<file path="src/rtl/tsense_meas_ctrl.sv">
`default_nettype none
// ============================================================================
// Module      : tsense_meas_ctrl
// Description : Measurement scheduler for the diode temperature-sensor SAR
//               core. It powers the core up, holds it in reset while it
//               settles, then averages 2^AVG_LOG2 fine-code samples and
//               returns the result over a valid/ack handshake.
//               Optional macro TSENSE_DISCARD_FIRST_EN drops the first
//               core_valid edge of each measurement as a settling sample.
// Revision    : 1.0 - initial release
// ============================================================================
module tsense_meas_ctrl #(
    parameter int AVG_LOG2 = 2,
    parameter int PERIOD_W = 16,
    parameter int TIMEOUT  = 4095,
    parameter int RST_CYC  = 8
) (
    input  logic                clk,
    input  logic                reset,
    input  logic                req,
    input  logic [PERIOD_W-1:0] period,
    input  logic                core_valid,
    input  logic [7:0]          core_ibf,
    output logic                core_pwrup,
    output logic                core_rst,
    output logic [7:0]          result,
    output logic                result_valid,
    input  logic                result_ack,
    output logic                busy,
    output logic                timeout_err
);

    localparam int c_ACC_W = 8 + AVG_LOG2;
    localparam int c_CNT_W = AVG_LOG2 + 1;
    localparam int c_RST_W = $clog2(RST_CYC + 1);
    localparam int c_WDG_W = $clog2(TIMEOUT + 1);

    localparam logic [c_CNT_W-1:0] c_SMP_LAST = c_CNT_W'((1 << AVG_LOG2) - 1);
    localparam logic [c_RST_W-1:0] c_RST_LAST = c_RST_W'(RST_CYC - 1);
    localparam logic [c_WDG_W-1:0] c_WDG_LAST = c_WDG_W'(TIMEOUT - 1);

`ifdef TSENSE_DISCARD_FIRST_EN
    localparam logic c_DISCARD_EN = 1'b1;
`else
    localparam logic c_DISCARD_EN = 1'b0;
`endif

    typedef enum logic [1:0] {
        S_IDLE = 2'd0,
        S_WARM = 2'd1,
        S_RUN  = 2'd2,
        S_DONE = 2'd3
    } state_t;

    state_t               r_state,       w_state_nxt;
    logic [PERIOD_W-1:0]  r_timer,       w_timer_nxt;
    logic                 r_pending,     w_pending_nxt;
    logic [c_RST_W-1:0]   r_rst_cnt,     w_rst_cnt_nxt;
    logic [c_CNT_W-1:0]   r_smp_cnt,     w_smp_cnt_nxt;
    logic [c_ACC_W-1:0]   r_acc,         w_acc_nxt;
    logic [c_WDG_W-1:0]   r_wdog,        w_wdog_nxt;
    logic                 r_discarded,   w_discarded_nxt;
    logic [7:0]           r_result,      w_result_nxt;
    logic                 r_timeout_err, w_timeout_err_nxt;
    logic                 r_valid_d;

    logic                 w_edge;
    logic                 w_skip;
    logic                 w_start;
    logic [c_ACC_W-1:0]   w_sum;
    logic [PERIOD_W-1:0]  w_period_last;

    assign w_edge        = core_valid & ~r_valid_d;
    assign w_skip        = w_edge & ~r_discarded & c_DISCARD_EN;
    assign w_sum         = r_acc + c_ACC_W'(core_ibf);
    assign w_period_last = period - PERIOD_W'(1);
    // >= rather than == so that shrinking period below the timer still fires
    assign w_start       = req | r_pending |
                           ((period != '0) && (r_timer >= w_period_last));

    always_ff @(posedge clk) begin
        if (reset) begin
            r_state       <= S_IDLE;
            r_timer       <= '0;
            r_pending     <= 1'b0;
            r_rst_cnt     <= '0;
            r_smp_cnt     <= '0;
            r_acc         <= '0;
            r_wdog        <= '0;
            r_discarded   <= 1'b0;
            r_result      <= '0;
            r_timeout_err <= 1'b0;
            r_valid_d     <= 1'b0;
        end else begin
            r_state       <= w_state_nxt;
            r_timer       <= w_timer_nxt;
            r_pending     <= w_pending_nxt;
            r_rst_cnt     <= w_rst_cnt_nxt;
            r_smp_cnt     <= w_smp_cnt_nxt;
            r_acc         <= w_acc_nxt;
            r_wdog        <= w_wdog_nxt;
            r_discarded   <= w_discarded_nxt;
            r_result      <= w_result_nxt;
            r_timeout_err <= w_timeout_err_nxt;
            r_valid_d     <= core_valid;
        end
    end

    always_comb begin
        w_state_nxt       = r_state;
        w_timer_nxt       = r_timer;
        w_pending_nxt     = r_pending | (req & (r_state != S_IDLE));
        w_rst_cnt_nxt     = r_rst_cnt;
        w_smp_cnt_nxt     = r_smp_cnt;
        w_acc_nxt         = r_acc;
        w_wdog_nxt        = r_wdog;
        w_discarded_nxt   = r_discarded;
        w_result_nxt      = r_result;
        w_timeout_err_nxt = r_timeout_err;

        case (r_state)
            S_IDLE: begin
                if (w_start) begin
                    w_state_nxt       = S_WARM;
                    w_timer_nxt       = '0;
                    w_pending_nxt     = 1'b0;
                    w_timeout_err_nxt = 1'b0;
                    w_rst_cnt_nxt     = '0;
                end else if (period != '0) begin
                    w_timer_nxt = r_timer + PERIOD_W'(1);
                end
            end
            S_WARM: begin
                if (r_rst_cnt == c_RST_LAST) begin
                    w_state_nxt     = S_RUN;
                    w_smp_cnt_nxt   = '0;
                    w_acc_nxt       = '0;
                    w_wdog_nxt      = '0;
                    w_discarded_nxt = 1'b0;
                end else begin
                    w_rst_cnt_nxt = r_rst_cnt + c_RST_W'(1);
                end
            end
            S_RUN: begin
                if (w_skip) begin
                    w_discarded_nxt = 1'b1;
                    w_wdog_nxt      = '0;
                end else if (w_edge) begin
                    w_wdog_nxt = '0;
                    // The final sample joins the sum in the same cycle it arrives
                    if (r_smp_cnt == c_SMP_LAST) begin
                        w_result_nxt = w_sum[AVG_LOG2 +: 8];
                        w_state_nxt  = S_DONE;
                    end else begin
                        w_acc_nxt     = w_sum;
                        w_smp_cnt_nxt = r_smp_cnt + c_CNT_W'(1);
                    end
                end else if (r_wdog == c_WDG_LAST) begin
                    w_timeout_err_nxt = 1'b1;
                    w_state_nxt       = S_IDLE;
                end else begin
                    w_wdog_nxt = r_wdog + c_WDG_W'(1);
                end
            end
            S_DONE: begin
                if (result_ack) begin
                    w_state_nxt = S_IDLE;
                end
            end
            default: begin
                w_state_nxt = S_IDLE;
            end
        endcase
    end

    assign core_pwrup   = (r_state == S_WARM) || (r_state == S_RUN);
    assign core_rst     = (r_state == S_WARM);
    assign result_valid = (r_state == S_DONE);
    assign busy         = (r_state != S_IDLE);
    assign result       = r_result;
    assign timeout_err  = r_timeout_err;

endmodule
`default_nettype wire

</file>
<file path="config.mk">
export PLATFORM = sky130hd
export DESIGN_NAME = tsense_meas_ctrl
export DESIGN_NICKNAME = d
export VERILOG_FILES = /design/src/rtl/tsense_meas_ctrl.sv
export SDC_FILE = /design/constraint.sdc
export NUM_CORES = 1
export LEC_CHECK = 0
export CAP_MARGIN = 20
export CORE_ASPECT_RATIO = 0.75
export CORE_MARGIN = 2
export CORE_UTILIZATION = 53
export CTS_BUF_LIST = sky130_fd_sc_hd__clkbuf_2
export DETAILED_ROUTE_END_ITERATION = 6
export PLACE_DENSITY_LB_ADDON = 0.05
export SETUP_SLACK_MARGIN = 0.1
export SLEW_MARGIN = 40
export SYNTH_ARGS = -nofsm -noshare
export SYNTH_HDL_FRONTEND = slang
export SYNTH_SLANG_ARGS = --single-unit
</file>
<file path="constraint.sdc">
create_clock -name clk -period 3.2 [get_ports clk]
set_input_delay 0.48 -clock clk [delete_from_list [all_inputs] [get_ports clk]]
set_output_delay 0.48 -clock clk [all_outputs]
set_load 0.005 [all_outputs]
</file>
== Word-level counts from Yosys, hierarchy flattened ==
Index checks and enable logic that the tools add are counted.
Widths: inputs -> output; s select.

* Bits in registers: 58
* Latch bits: 0
* Bits in writable memories: 0
* ROM bits: 0
* Input bits: 29
* Output and inout port bits: 13
* Memories kept: 0

* Add/sub/neg operators: 6
* Multipliers: 0
* Div/mod/pow operators: 0
* Magnitude comparators: 1
* Eq/ne operators: 17
* Shifts and indexed selects: 0
* Multiplexer cells: 30
* Bitwise gates (word level): 6
* Reductions and logical operators: 16

{| class="wikitable"
|+ Operator list
! kind !! number
|-
| $mux 12 || 3
|-
| $mux 16 || 2
|-
| $mux 10 || 3
|-
| $pmux 12 s2 || 1
|-
| $pmux 10 s2 || 1
|-
| $add 16x1->16 const B || 1
|-
| $ge 16x16->1 || 1
|-
| $reduce_bool 16->1 || 1
|-
| $sub 16x1->16 const B || 1
|-
| $add 12x1->12 const B || 1
|-
| $eq 12x12->1 const B || 1
|-
| $mux 2 || 6
|-
| $ne 2x2->1 const B || 6
|-
| $add 10x8->10 || 1
|-
| $reduce_bool 2->1 || 5
|-
| $mux 3 || 3
|-
| $ne 3x3->1 const B || 3
|-
| $reduce_and 3->1 || 3
|-
| $mux 4 || 2
|-
| $pmux 2 s4 || 1
|-
| $pmux 4 s2 || 1
|-
| $reduce_and 4->1 || 2
|-
| $pmux 3 s2 || 1
|-
| $mux 1 || 5
|-
| other kinds (16) || 21
|}

== Longest topological paths before layout ==
* Depth in word-level cells: 6
* Mapped depth: 14
* Mapped depth without buffers: 13

== Worst setup path before layout ==
OpenSTA, ideal clock, no wires.

* Kind: input -> register
* From: in period[4]
* To: reg r_timer[2]
* Setup time: 0.065 ns
* Arrival time: 3.373 ns
* Required time: 3.135 ns
* Path slack: -0.238 ns
* Stages on the path: 13
* Path buffers: 1
* Cells stage by stage: nor4_1 -> inv_1 -> or3_1 -> nor3_1 -> xnor2_1 -> ha_1 -> a21o_1 -> a2111oi_0 -> o21ai_0 -> a21oi_1 -> o21ai_2 -> buf_2 -> nor2_1

* Longest elaborated chain between the ends: 6
* Elaborated cells on any way between the ends: 8
* Classes of those cells: add/sub: 1; order compare: 1; mux: 1; bitwise: 1; reduce/logical: 4

{| class="wikitable"
|+ Ends and longest elaborated chain
! item !! line !! text
|-
| from (decl) || 21 || <nowiki>input logic [PERIOD_W-1:0] period,</nowiki>
|-
| $sub 16x1->16 || 76 || <nowiki>assign w_period_last = period - PERIOD_W'(1);</nowiki>
|-
| $ge 16x16->1 || 79 || <nowiki>((period != '0) && (r_timer >= w_period_last));</nowiki>
|-
| $logic_and 1x1->1 || 79 ||
|-
| $or 1x1->1 || 78 || <nowiki>assign w_start = req | r_pending |</nowiki>
|-
| $reduce_bool 2->1 (no source line) || -- ||
|-
| $reduce_and 2->1 (no source line) || -- ||
|-
| to (signal assigned) || 96 || <nowiki>r_timer <= w_timer_nxt;</nowiki>
|-
| to (decl) || 56 || <nowiki>logic [PERIOD_W-1:0] r_timer, w_timer_nxt;</nowiki>
|}

Parallel ways exist; a longest one is shown, timed or not.
A chain may end at the register's enable or synchronous reset.

== Worst setup path after layout ==
* From: in period[7]
* To: reg r_state[1]

* Longest elaborated chain between the ends: 6
* Elaborated cells on any way between the ends: 7
* Classes of those cells: add/sub: 1; order compare: 1; eq/ne: 1; bitwise: 1; reduce/logical: 3

{| class="wikitable"
|+ Ends and longest elaborated chain
! item !! line !! text
|-
| $sub 16x1->16 || 76 ||
|-
| $ge 16x16->1 || 79 ||
|-
| $logic_and 1x1->1 (*) || 79 ||
|-
| $or 1x1->1 (*) || 78 ||
|-
| $ne 2x2->1 (no source line) (*) || -- ||
|-
| $reduce_and 5->1 (no source line) (*) || -- ||
|-
| to (signal assigned) || 95 || <nowiki>r_state <= w_state_nxt;</nowiki>
|-
| to (decl) || 55 || <nowiki>state_t r_state, w_state_nxt;</nowiki>
|}

Every way passes the cells marked *; elsewhere a longest branch is shown, timed or not.

==> results.cfg <==
[timing]
rsz0062_at_grt = true
hold_viol = 0
slew_headroom = 0.512
setup_ws_ps = 117
slew_violations = 0
fin_skew_ps = 24.5
worst_slew_pin_slew_ps = 727
min_period_ps = 3080
max_freq_mhz = 324
setup_viol = 0
finalCritPeriodShare = 0.963

[die]
start_util = 0.542
num_io_pins = 42
rows = 26
coreArea_mm2 = 0.00677
die_w_um = 100
die_h_um = 76.1
dieArea_mm2 = 0.00761

[global_route]
track_usage = 0.247
grt_pass1_vias = 3346
grt_pass1_wl_um = 15200
grt_max_degree = 24
grt_antenna_before_repair = 0
grt_remaining_overflow = 0

[layout]
antenna_cells = 0
area_growth_pct = 28.3
drive_above_1_share = 0.177
final_common_cell = dfxtp_1
final_nets = 585
final_cell_mix = dfxtp_1, nor2_1, nand2_1

[clock_network]
max-clock-path-buffers = 2
clkSinkCount = 58
clk_pin_slew_ps = 180
cts-root-buf = clkbuf_2
htree_levels = 3
numCtsBuffers = 9
hold_buffers = 0
insertion_delay_ps = 510
cts_tree = done

[drt]
post_drt_wl_per_cell_um = 15.1
firstDrtPassIters = 4
ant_nets = 0
drc = 0
num_vias = 3449
drtIter0Drc = 130
routed_wl_um = 9190
viasPerCell = 5.67

[critical_path]
worst-path-max-fanout = 3
arrival_ps = 3510
cp-end-kind = register
crit_required_ps = 3620
worstSetupPathType = primary input to register
worstSetupStartpointType = primary input

[yosys]
synth_seq_cells = 58
ys_seq_area_frac = 0.316
ys.flop_type = dfxtp_1
synthesis.area_mm2 = 0.00367
syn_inst = 440
yosysWarnings = 0
synth_edf_count = 0
synth-async-reset-ratio = 0
synthDistinctLibCells = 56
synth_fp_nets = 506
avgSynthCellArea_um2 = 8.34

[power]
total_power_w = 0.00225
pwr_density_cell_mw_per_mm2 = 477
leakage_nw = 1.83
peakVddDrop_mv = 0.239

[run_status]
outcome = finished clean

[min_path]
min_path_type = register to register

[placed_design]
dp_slack_ps = -651
port_buffers = 41
place_hpwl_um = 6770
finalWeightedCongestion = 0.869

[run]
drv_cap = 0
## stage by stage
stage | util | hold slack (ps) | instance area (um2) | setup TNS, ps | cells
global placement | 0.655 | 442 | 4430 | -11940 | 586
finish | 0.696 | 465 | 4710 | 0 | 608
floorplan | - | 436 | 3720 | 0 | 440
detailed placement | 0.655 | 446 | 4430 | -13880 | 586
global route | 0.696 | 499 | 4710 | -3.26 | 608
CTS | 0.685 | 468 | 4630 | 0 | 605
## path summary, 6_finish.rpt
path | startpoint | to | slack [ps] | depth (start not counted)
setup reg to reg | r_rst_cnt[0] | r_acc[4] | 840 | 7
hold / removal | result[2] | result[2] | 470 | 2
setup / recovery | period[7] | r_state[1] | 120 | 13
hold reg to reg | result[2] | result[2] | 470 | 2
## synthesized netlist by cell type, types with 3 or more instances
master	count	share of area
inv_1	17	0.017
or4_1	3	0.0061
o31ai_1	5	0.010
ha_1	36	0.12
xnor2_1	28	0.067
clkbuf_1	9	0.0092
or3_1	4	0.0068
nand2b_1	6	0.010
o21bai_1	3	0.0061
o21a_1	4	0.0082
a22oi_1	3	0.0061
and3_1	4	0.0068
nand2_1	42	0.043
o211ai_1	3	0.0061
a21oi_1	30	0.041
nor2_1	53	0.054
nor4_1	5	0.0085
xor2_1	18	0.043
a2111oi_0	5	0.012
a21o_1	4	0.0082
o21ai_0	13	0.018
dfxtp_1	58	0.32
nand3_1	21	0.029
nor3_1	17	0.023
nand4_1	8	0.014
and2_1	3	0.0051
and4_1	3	0.0072
## cells by family (layout without fill, tap and decap cells)
kind of cell / Yosys count / count (layout) / share of synthesized area
AO/OA/AOI/OAI: 90 / 90 / 0.169
XOR/XNOR: 46 / 46 / 0.110
adder cells (fa/ha/maj): 37 / 37 / 0.128
buffers and inverters: 28 / 112 / 0.0293
flip-flops: 58 / 58 / 0.316
multiplexers: 1 / 1 / 0.00273
AND/OR/NAND/NOR: 180 / 180 / 0.244
## layout make-up
| type | instances | area, um2 |
|---|---|---|
| timing repair buffer | 79 | 698 |
| multi-input combinational | 354 | 2540 |
| tap | 84 | 105 |
| clock buffer | 9 | 45.0 |
| clock inverter | 7 | 93.8 |
| fill | 587 | 2060 |
| inverter | 17 | 63.8 |
| sequential | 58 | 1160 |
## power breakdown
part	internal (W)	leakage, nW	switching (W)
Combinational	0.000364	1.28	0.000505
Clock	0.000256	0.0779	0.000295
Sequential	0.000772	0.468	0.0000551
## what timing repair did
item | 4_1_cts | 5_1_grt
resized for setup | 16 | 38
gates cloned | 0 | 0
buffers inserted | 3 | 3
pin swaps | 17 | 13
setup endpoints to repair | 23 | 23
## routing by layer
metal  track usage  up-vias  share of wire
met4        0.0712        0          0.012
met2         0.403       78           0.47
met5             0        -              0
li1              -     1734              -
met3        0.0560       12          0.040
met1         0.328     1625           0.48
## worst max-delay path, cell delays in order
cell	delay, ps
buf_8	100
nor4_4	340
inv_2	90
or3_4	400
nor3_4	220
xnor2_2	140
ha_1	260
a21o_1	220
a2111oi_4	390
o211ai_1	200
buf_4	200
a21o_1	190
a311oi_1	270
## sequential cells by signal (all words and copies together), names as in the netlist
register     cells
r_rst_cnt        4
result           8
r_wdog          12
r_valid_d        1
r_pending        1
r_timer         16
timeout_err      1
r_state          2
r_smp_cnt        3
r_acc           10
Note: power is estimated with default switching activity, not from simulation.
